File: config.mk
export PLATFORM = sky130hd
export DESIGN_NAME = mdr_result_queue
export DESIGN_NICKNAME = d
export VERILOG_FILES = /design/src/rtl/pkg_system_mdr.sv /design/src/rtl/mdr_result_queue.sv
export SDC_FILE = /design/constraint.sdc
export NUM_CORES = 1
export LEC_CHECK = 0
export CELL_PAD_IN_SITES_DETAIL_PLACEMENT = 0
export CELL_PAD_IN_SITES_GLOBAL_PLACEMENT = 1
export CORE_ASPECT_RATIO = 0.9
export CORE_UTILIZATION = 42
export DETAILED_ROUTE_END_ITERATION = 16
export PLACE_DENSITY = 0.76
export SETUP_SLACK_MARGIN = 0.05
export SYNTH_ARGS = -nofsm -noshare
export SYNTH_HDL_FRONTEND = slang
export SYNTH_SLANG_ARGS = --single-unit
File: constraint.sdc
create_clock -name clk -period 2.71 [get_ports clk]
set_input_delay 0.542 -clock clk [delete_from_list [all_inputs] [get_ports clk]]
set_output_delay 0.542 -clock clk [all_outputs]
set_load 0.02 [all_outputs]
File: src/rtl/pkg_system_mdr.sv
// Shared definitions for the MDR datapath: operation codes.
package pkg_system_mdr;

   // Operation codes; 2'b11 is left unassigned and treated as invalid.
   typedef enum logic [1:0] {
      MULT = 2'd0,
      DIV  = 2'd1,
      ROOT = 2'd2
   } op;

endpackage

File: src/rtl/mdr_result_queue.sv
// Result stage for the MDR datapath. It tracks one outstanding operation,
// captures the result from the unit that matches the latched operation, and
// queues it in a show-ahead FIFO with a valid/ready handshake.
module mdr_result_queue
   import pkg_system_mdr::*;
#(
   parameter int DW    = 16,
   parameter int DEPTH = 4
) (
   input  logic                       clk,
   input  logic                       rst,
   input  logic                       i_start,
   input  logic [1:0]                 i_op,
   output logic                       o_busy,
   input  logic                       i_mult_done,
   input  logic [2*DW-1:0]            i_mult_Y,
   input  logic                       i_a2_done,
   input  logic [DW-1:0]              i_a2_Y,
   input  logic [DW-1:0]              i_a2_R,
   input  logic                       i_a2_err,
   output logic                       o_valid,
   input  logic                       i_ready,
   output logic [2*DW-1:0]            o_data,
   output logic [DW-1:0]              o_rem,
   output logic [1:0]                 o_op,
   output logic                       o_err,
   output logic [$clog2(DEPTH+1)-1:0] o_count
);

   localparam int PW = $clog2(DEPTH);
   localparam int CW = $clog2(DEPTH+1);
   localparam logic [CW-1:0] FULL = CW'(DEPTH);

   typedef enum logic {IDLE, WAIT} state_e;

   state_e          state_q, state_d;
   op               op_q, op_d;
   logic [PW-1:0]   wr_ptr_q, wr_ptr_d;
   logic [PW-1:0]   rd_ptr_q, rd_ptr_d;
   logic [CW-1:0]   count_q, count_d;

   // Entry storage; contents need no reset because the count gates visibility.
   logic [2*DW-1:0] mem_data [DEPTH];
   logic [DW-1:0]   mem_rem  [DEPTH];
   logic [1:0]      mem_op   [DEPTH];
   logic            mem_err  [DEPTH];

   logic            busy;
   logic            valid;
   logic            pop;
   logic            op_ok;
   logic            push;
   logic [2*DW-1:0] push_data;
   logic [DW-1:0]   push_rem;
   logic [1:0]      push_op;
   logic            push_err;

   assign busy  = (state_q == WAIT) || (count_q == FULL);
   assign valid = (count_q != '0);
   assign pop   = valid && i_ready;
   assign op_ok = (i_op == MULT) || (i_op == DIV) || (i_op == ROOT);

   // Next-state logic: accept starts, pick the matching done strobe, build the push entry.
   always_comb begin
      state_d   = state_q;
      op_d      = op_q;
      push      = 1'b0;
      push_data = '0;
      push_rem  = '0;
      push_op   = op_q;
      push_err  = 1'b0;
      case (state_q)
         IDLE: begin
            if (i_start && !busy) begin
               if (op_ok) begin
                  op_d    = op'(i_op);
                  state_d = WAIT;
               end else begin
                  // Invalid code: report it immediately as an error entry.
                  push     = 1'b1;
                  push_op  = i_op;
                  push_err = 1'b1;
               end
            end
         end
         WAIT: begin
            case (op_q)
               MULT: begin
                  if (i_mult_done) begin
                     push      = 1'b1;
                     push_data = i_mult_Y;
                  end
               end
               DIV: begin
                  if (i_a2_done) begin
                     push      = 1'b1;
                     push_data = {{DW{1'b0}}, i_a2_Y};
                     push_rem  = i_a2_R;
                     push_err  = i_a2_err;
                  end
               end
               ROOT: begin
                  // The divide-by-zero flag has no meaning for a root.
                  if (i_a2_done) begin
                     push      = 1'b1;
                     push_data = {{DW{1'b0}}, i_a2_Y};
                     push_rem  = i_a2_R;
                  end
               end
               default: state_d = IDLE;
            endcase
            if (push) begin
               state_d = IDLE;
            end
         end
         default: state_d = IDLE;
      endcase
   end

   // FIFO pointer and occupancy update; push never meets a full FIFO.
   always_comb begin
      wr_ptr_d = wr_ptr_q;
      rd_ptr_d = rd_ptr_q;
      count_d  = count_q;
      if (push) begin
         wr_ptr_d = wr_ptr_q + PW'(1);
      end
      if (pop) begin
         rd_ptr_d = rd_ptr_q + PW'(1);
      end
      case ({push, pop})
         2'b10:   count_d = count_q + CW'(1);
         2'b01:   count_d = count_q - CW'(1);
         default: count_d = count_q;
      endcase
   end

   // Control state registers, cleared asynchronously.
   always_ff @(posedge clk or negedge rst) begin
      if (!rst) begin
         state_q  <= IDLE;
         op_q     <= MULT;
         wr_ptr_q <= '0;
         rd_ptr_q <= '0;
         count_q  <= '0;
      end else begin
         state_q  <= state_d;
         op_q     <= op_d;
         wr_ptr_q <= wr_ptr_d;
         rd_ptr_q <= rd_ptr_d;
         count_q  <= count_d;
      end
   end

   // Entry storage write port.
   always_ff @(posedge clk) begin
      if (push) begin
         mem_data[wr_ptr_q] <= push_data;
         mem_rem[wr_ptr_q]  <= push_rem;
         mem_op[wr_ptr_q]   <= push_op;
         mem_err[wr_ptr_q]  <= push_err;
      end
   end

   assign o_busy  = busy;
   assign o_valid = valid;
   assign o_count = count_q;
   assign o_data  = valid ? mem_data[rd_ptr_q] : '0;
   assign o_rem   = valid ? mem_rem[rd_ptr_q]  : '0;
   assign o_op    = valid ? mem_op[rd_ptr_q]   : '0;
   assign o_err   = valid ? mem_err[rd_ptr_q]  : 1'b0;

endmodule
* Word-level counts from Yosys, hierarchy flattened
Memory sizes are Yosys's and may differ from the RTL's.
Index checks and enable logic that the tools add are counted.
** Word-level totals
- Register bits after elaboration :: 10
- Output and inout port bits :: 56
- Memories :: 4
- Input bits :: 73
- Word-level logic and storage cells :: 66
- RAM bits :: 204
** Operators by class
- Bitwise gates (word level) :: 1
- Muxes and demuxes :: 32
- Add/subtract/negate cells :: 4
- Reductions and logical operators :: 13
- Equal/unequal tests :: 7
** Memory list
- mem_data :: words 4, bits a word 32, rd ports 1, clocked after memory_dff 0, write ports 1, line mdr_result_queue.sv:43 : logic [2*DW-1:0] mem_data [DEPTH];
- mem_rem :: words 4, bits a word 16, rd ports 1, clocked after memory_dff 0, write ports 1, line mdr_result_queue.sv:44 : logic [DW-1:0] mem_rem [DEPTH];
- mem_op :: words 4, bits a word 2, rd ports 1, clocked after memory_dff 0, write ports 1, line mdr_result_queue.sv:45 : logic [1:0] mem_op [DEPTH];
- mem_err :: words 4, bits a word 1, rd ports 1, clocked after memory_dff 0, write ports 1, line mdr_result_queue.sv:46 : logic mem_err [DEPTH];
** Operators by type and width (count)
- 32-bit 2-to-1 mux :: 3
- 16-bit 2-to-1 mux :: 5
- 32-bit case mux with 2 select lines :: 1
- 1-bit 2-to-1 mux :: 14
- 2-bit 2-to-1 mux :: 4
- 1-bit case mux with 2 select lines :: 4
- 2-bit by 1-bit == test with 1-bit output (second input constant) :: 3
- 2-bit == test (second input constant) :: 3
- 3-bit case mux with 2 select lines :: 1
- 2-bit by 1-bit adder with 2-bit output (second input constant) :: 2
- 2-bit logical NOT :: 2
- 3-bit by 1-bit adder with 3-bit output (second input constant) :: 1
- 3-bit == test (second input constant) :: 1
- 1-bit logical OR :: 3
- 3-bit AND reduction :: 1
- 3-bit nonzero test :: 1
- 3-bit OR reduction :: 1
- 3-bit by 1-bit subtractor with 3-bit output (second input constant) :: 1
- 1-bit logical AND :: 2
- 2-bit nonzero test :: 1
- 2-bit OR reduction :: 1
- 1-bit logical NOT :: 1
- 1-bit inverter :: 1

* Longest topological paths before layout
- Depth after elaboration :: 8
- Mapped depth :: 11

* Worst setup path after synthesis
OpenSTA, ideal clock, no wires.
- Path kind :: register to register
- Start :: register op_q[0]
- End :: memory mem_data[2][0] (netlist bit), enable pin
- Cell stages (with the launch flop) :: 6
- Arrival time :: 2.389 ns
- Setup time :: 0.414 ns
- Buffers on the path :: 1
- Setup slack :: -0.093 ns
- Period minus slack after synthesis :: 2.803 ns
- Cell sequence :: dfrtp_1 > ha_1 > nand2b_1 > buf_2 > o22ai_2 > and2_1
** Between the ends
- Longest elaborated chain between the ends :: 7
- Elaborated cells on any way between the ends :: 9
- Classes of those cells :: 2 x eq/ne; 5 x mux; 2 x reduce/logical
** Ends and longest elaborated chain
- from (decl) :: line mdr_result_queue.sv:37 : op op_q, op_d;
- from (signal assigned) :: line mdr_result_queue.sv:148 : op_q <= op_d;
- 2-bit == test or 2-bit by 1-bit == test with 1-bit output (tied branches) :: line mdr_result_queue.sv:87 : case (op_q)
- 2-bit OR reduction (no line)
- 1-bit case mux with 2 select lines * :: line mdr_result_queue.sv:87
- 1-bit 2-to-1 mux * :: line mdr_result_queue.sv:72 : case (state_q)
- 1-bit case mux with 2 select lines * :: line mdr_result_queue.sv:72
- 1-bit 2-to-1 mux * :: line mdr_result_queue.sv:157 : if (push) begin
- 1-bit 2-to-1 mux (implied by the code) * :: line mdr_result_queue.sv:158 : mem_data[wr_ptr_q] <= push_data;
- to (decl) :: line mdr_result_queue.sv:43
Mark *: on every way between the ends. The rest lies on a longest branch, timed or not. The select of a mux whose other input is x is not followed.

* Worst setup path in the final report
- Start :: register rd_ptr_q[0]
- End :: output port o_rem[3]
** Between the ends
- Longest elaborated chain between the ends :: 2
** Ends and longest elaborated chain
- from (decl) :: line mdr_result_queue.sv:39 : logic [PW-1:0] rd_ptr_q, rd_ptr_d;
- from (signal assigned) :: line mdr_result_queue.sv:150 : rd_ptr_q <= rd_ptr_d;
- memory read 4 x 16 bit
- 16-bit 2-to-1 mux :: line mdr_result_queue.sv:169 : assign o_rem = valid ? mem_rem[rd_ptr_q] : '0;
- to (decl) :: line mdr_result_queue.sv:24 : output logic [DW-1:0] o_rem,
Every way passes these cells.

==> run_results.csv <==
group,metric,value,unit
grt,grt_pass1_wl,28400,um
synth,synth_top_flop_cell,"edfxtp_1",
final_layout,syn2layout_area_growth,30.0,%
sta,slew_headroom,56.8,%
clock_network,cts.sinks,214,
clock_network,clkLatencyLatePin,0.50,ns
power_and_ir_drop,ir_drop,0.548,mV
sta,fmax,0.372,GHz
grt,antenna_found_initial,0,
floorplanning,die-area,21700,um^2
sta,setup-tns-final,0,ns
final_layout,antenna_cells,0,
power_and_ir_drop,powerDensity,1150,nW/um^2
placed_design,finalWeightedCongestion,0.746,
synth,syn_nets,547,
worst_setup_path,worst-setup-path-type,"reg -> out",
placed_design,place_inst,873,
sta,clock_skew,0.0136,ns
detailed_routing,dr.pass1.iters,4,
power_and_ir_drop,p_comb_share,44.5,%
floorplanning,dieHeight,140,um
clock_network,htreeDepth,1,
worst_setup_path,startpoint,"rd_ptr_q[0]$_DFFE_PN0P_",
grt,grt_start_max_net_pins,55,
synth,synth_edf_count,204,
power_and_ir_drop,finalPower,13.3,mW
worst_setup_path,reg2reg_from,"op_q[0]$_DFFE_PN0P_",
floorplanning,ios,129,
sta,worst_hold_slack,0.395,ns
synth,synth_common_cells,"edfxtp_1 (204), and2_1 (90), mux4_2 (48)",
synth,synth_warnings,0,
worst_setup_path,reg2reg_depth,11,
power_and_ir_drop,intPower,9.03,mW
worst_setup_path,rrSetupSlack,0.34,ns
floorplanning,start_util,42.7,%
grt,grt_pass1_vias,5081,
job,drv_cap,0,
worst_setup_path,cp_cell_sequence,"buf_6 > buf_8 > buf_16 > mux4_2 > and2_4 > buf_6",
floorplanning,core,20800,um^2
hold_path,hp-class,"in -> async",
sta,timing.final.ws_setup,0.0245,ns
synth,netlist_instances,464,
power_and_ir_drop,switchingPower,4.27,mW
final_layout,fin_util,55.6,%
synth,synth_area_leader_cell,"edfxtp_1",
sta,fin_crit_sh,99.1,%
power_and_ir_drop,seqPwrFrac,33.8,%
clock_network,cts_root_buffer,"clkbuf_16",
worst_setup_path,cpMaxStageDelayCell,"dfrtp_4",
synth,yosys-top-cells-area,"edfxtp_1 (69%), mux4_2 (12%), and2_1 (6.3%)",
detailed_routing,drtIter0Drc,300,
clock_network,cts_buffers,22,
power_and_ir_drop,p_leak,4.06,nW
final_layout,finalNonFillerCells,925,
floorplanning,fp-row-count,50,
synth,avgSynthCellArea,19.1,um^2
synth,synth_seq_area_share,71.8,%
clock_network,tritoncts,"done",
detailed_routing,routed_wl,18500,um
floorplanning,die_w,155,um
sta,min_period,2.69,ns
power_and_ir_drop,power.share.switching,32.1,%
grt,grt_usage,17.4,%
synth,ys_ff_latch,214,
detailed_routing,via_per_inst,5.13,
worst_setup_path,crit_path_start_kind,"register",
worst_setup_path,crit_required,2.17,ns
sta,setup_viol,0,
power_and_ir_drop,p_clk_share,21.7,%
final_layout,stdcell_area,11500,um^2
clock_network,clock_path_buffers,3,
worst_setup_path,end_kind,"output port",
detailed_routing,ant_nets,0,
sta,rsz0062_at_grt,"yes",
worst_setup_path,path_common_cell,"buf_6",
worst_setup_path,r2r_end,"o_count[2]$_DFFE_PN0P_",
synth,synth_cell_types,34,
synth,netlist_area,8880,um^2
sta,worstMarginPinSlew,0.647,ns
worst_setup_path,max_stage_delay,0.51,ns
grt,grt-ovfl-total,0,
clock_network,path_clk_slew,0.06,ns
sta,slew_viol_final,0,
worst_setup_path,crit_arrival,2.14,ns
synth,async_reset_ff_share,4.67,%
synth,synth_top_area_share,69.0,%
placed_design,post-place-ws,0.141,ns
placed_design,dp_hpwl,11100,um
outcome,status,"finished clean",
detailed_routing,wl_per_cell,20.0,um
final_layout,drive_above_1_share,31.3,%
placed_design,numPortBuffers,128,
placed_design,place_area,10600,um^2
detailed_routing,post-route-drc-count,0,
synth,yosys.cell_count.top_type,"edfxtp_1",
final_layout,fin_nets,707,
sta,finalHoldViolations,0,
worst_setup_path,crit_path_max_fanout,6,
detailed_routing,vias,4746,
==> flip-flops by register name (all words and copies together), names as in the netlist <==
name / flops
mem_data: 128
mem_err: 4
mem_op: 8
mem_rem: 64
o_count: 3
op_q: 2
rd_ptr_q: 2
state_q: 1
wr_ptr_q: 2
==> cells by family (layout without fill, tap and decap cells) <==
group,after synthesis,after routing,share of synthesized area (%)
xor gates and xnor gates,6,6,0.592
adders and majority gates,10,10,1.49
buffers and inverters,34,209,2.56
muxes,52,52,13.2
DFF,214,214,71.8
AOI/OAI and AO/OA,26,26,2.06
and+or+nand+nor,122,122,8.29
==> worst max-delay path, delay by kind of cell, from the launching register on <==
kind | cells | cell delay, ns
buffers and inverters | 4 | 0.54
DFF | 1 | 0.51
muxes | 1 | 0.42
and+or+nand+nor | 1 | 0.17
==> routing by layer <==
metal / global-route usage (%) / vias to the layer above / routed length [um]
li1: - / 2142 / -
met1: 23.8 / 2470 / 8180
met2: 29.2 / 109 / 9220
met3: 2.85 / 25 / 786
met4: 4.44 / 0 / 289
met5: 0 / - / 0
==> power by group through the flow <==
stage | clock, mW | sequential (mW) | combinational (mW)
detailed placement | 0 | 4.58 | 5.47
global route | 3.08 | 4.55 | 6.30
global placement | 0 | 4.54 | 5.42
CTS | 2.95 | 4.50 | 5.95
floorplan | 0 | 4.54 | 3.33
finish | 2.89 | 4.50 | 5.91
==> placed cells by master (no fill, tap or decap), types with 2 or more instances in the layout <==
cell and n:
edfxtp_1 204, clkdlybuf4s50_1 76, and2_1 63, mux4_2 49, buf_2 28, buf_6 25
and2_4 23, clkbuf_16 23, a22oi_1 17, nor2_1 17, buf_12 14, buf_4 11
ha_1 9, inv_1 8, dfrtp_1 8, o21ai_0 6, buf_16 6, clkinv_1 5
and2_2 4, clkinv_2 4, nand2_1 3, xnor2_1 3, xor2_1 3, clkbuf_1 3
mux4_1 2, clkinvlp_4 2, bufinv_16 2
==> cell type report <==
class	instances	area, um^2
well taps	286	358
clock buffers	26	587
inverters	8	30.0
repair buffers	162	1730
clock inverters	13	114
multi-input cells	216	2330
fillers	1632	9230
flip-flops and latches	214	6380
==> worst max-delay path by stage <==
stage / endpoint / slack (ns) / cells past startpoint
2_1_floorplan: mem_data[0][0]$_DFFE_PP_ / 0.45 / 5
3_3_place_gp: o_data[21] / 0.16 / 4
3_5_place_dp: o_data[21] / 0.14 / 4
4_1_cts: o_data[22] / 0.01 / 6
5_1_grt: o_data[30] / -0.02 / 6
6_report: o_rem[3] / 0.02 / 6
==> what timing repair did <==
| action | 4_1_cts | 5_1_grt |
|---|---|---|
| pin swaps | 1 | 0 |
| hold buffers | 0 | 0 |
| setup endpoints to repair | 53 | 38 |
| cloned | 5 | 0 |
| gates resized for setup | 274 | 6 |
| setup buffers | 8 | 0 |
Note: power is estimated with default switching activity, not from simulation.
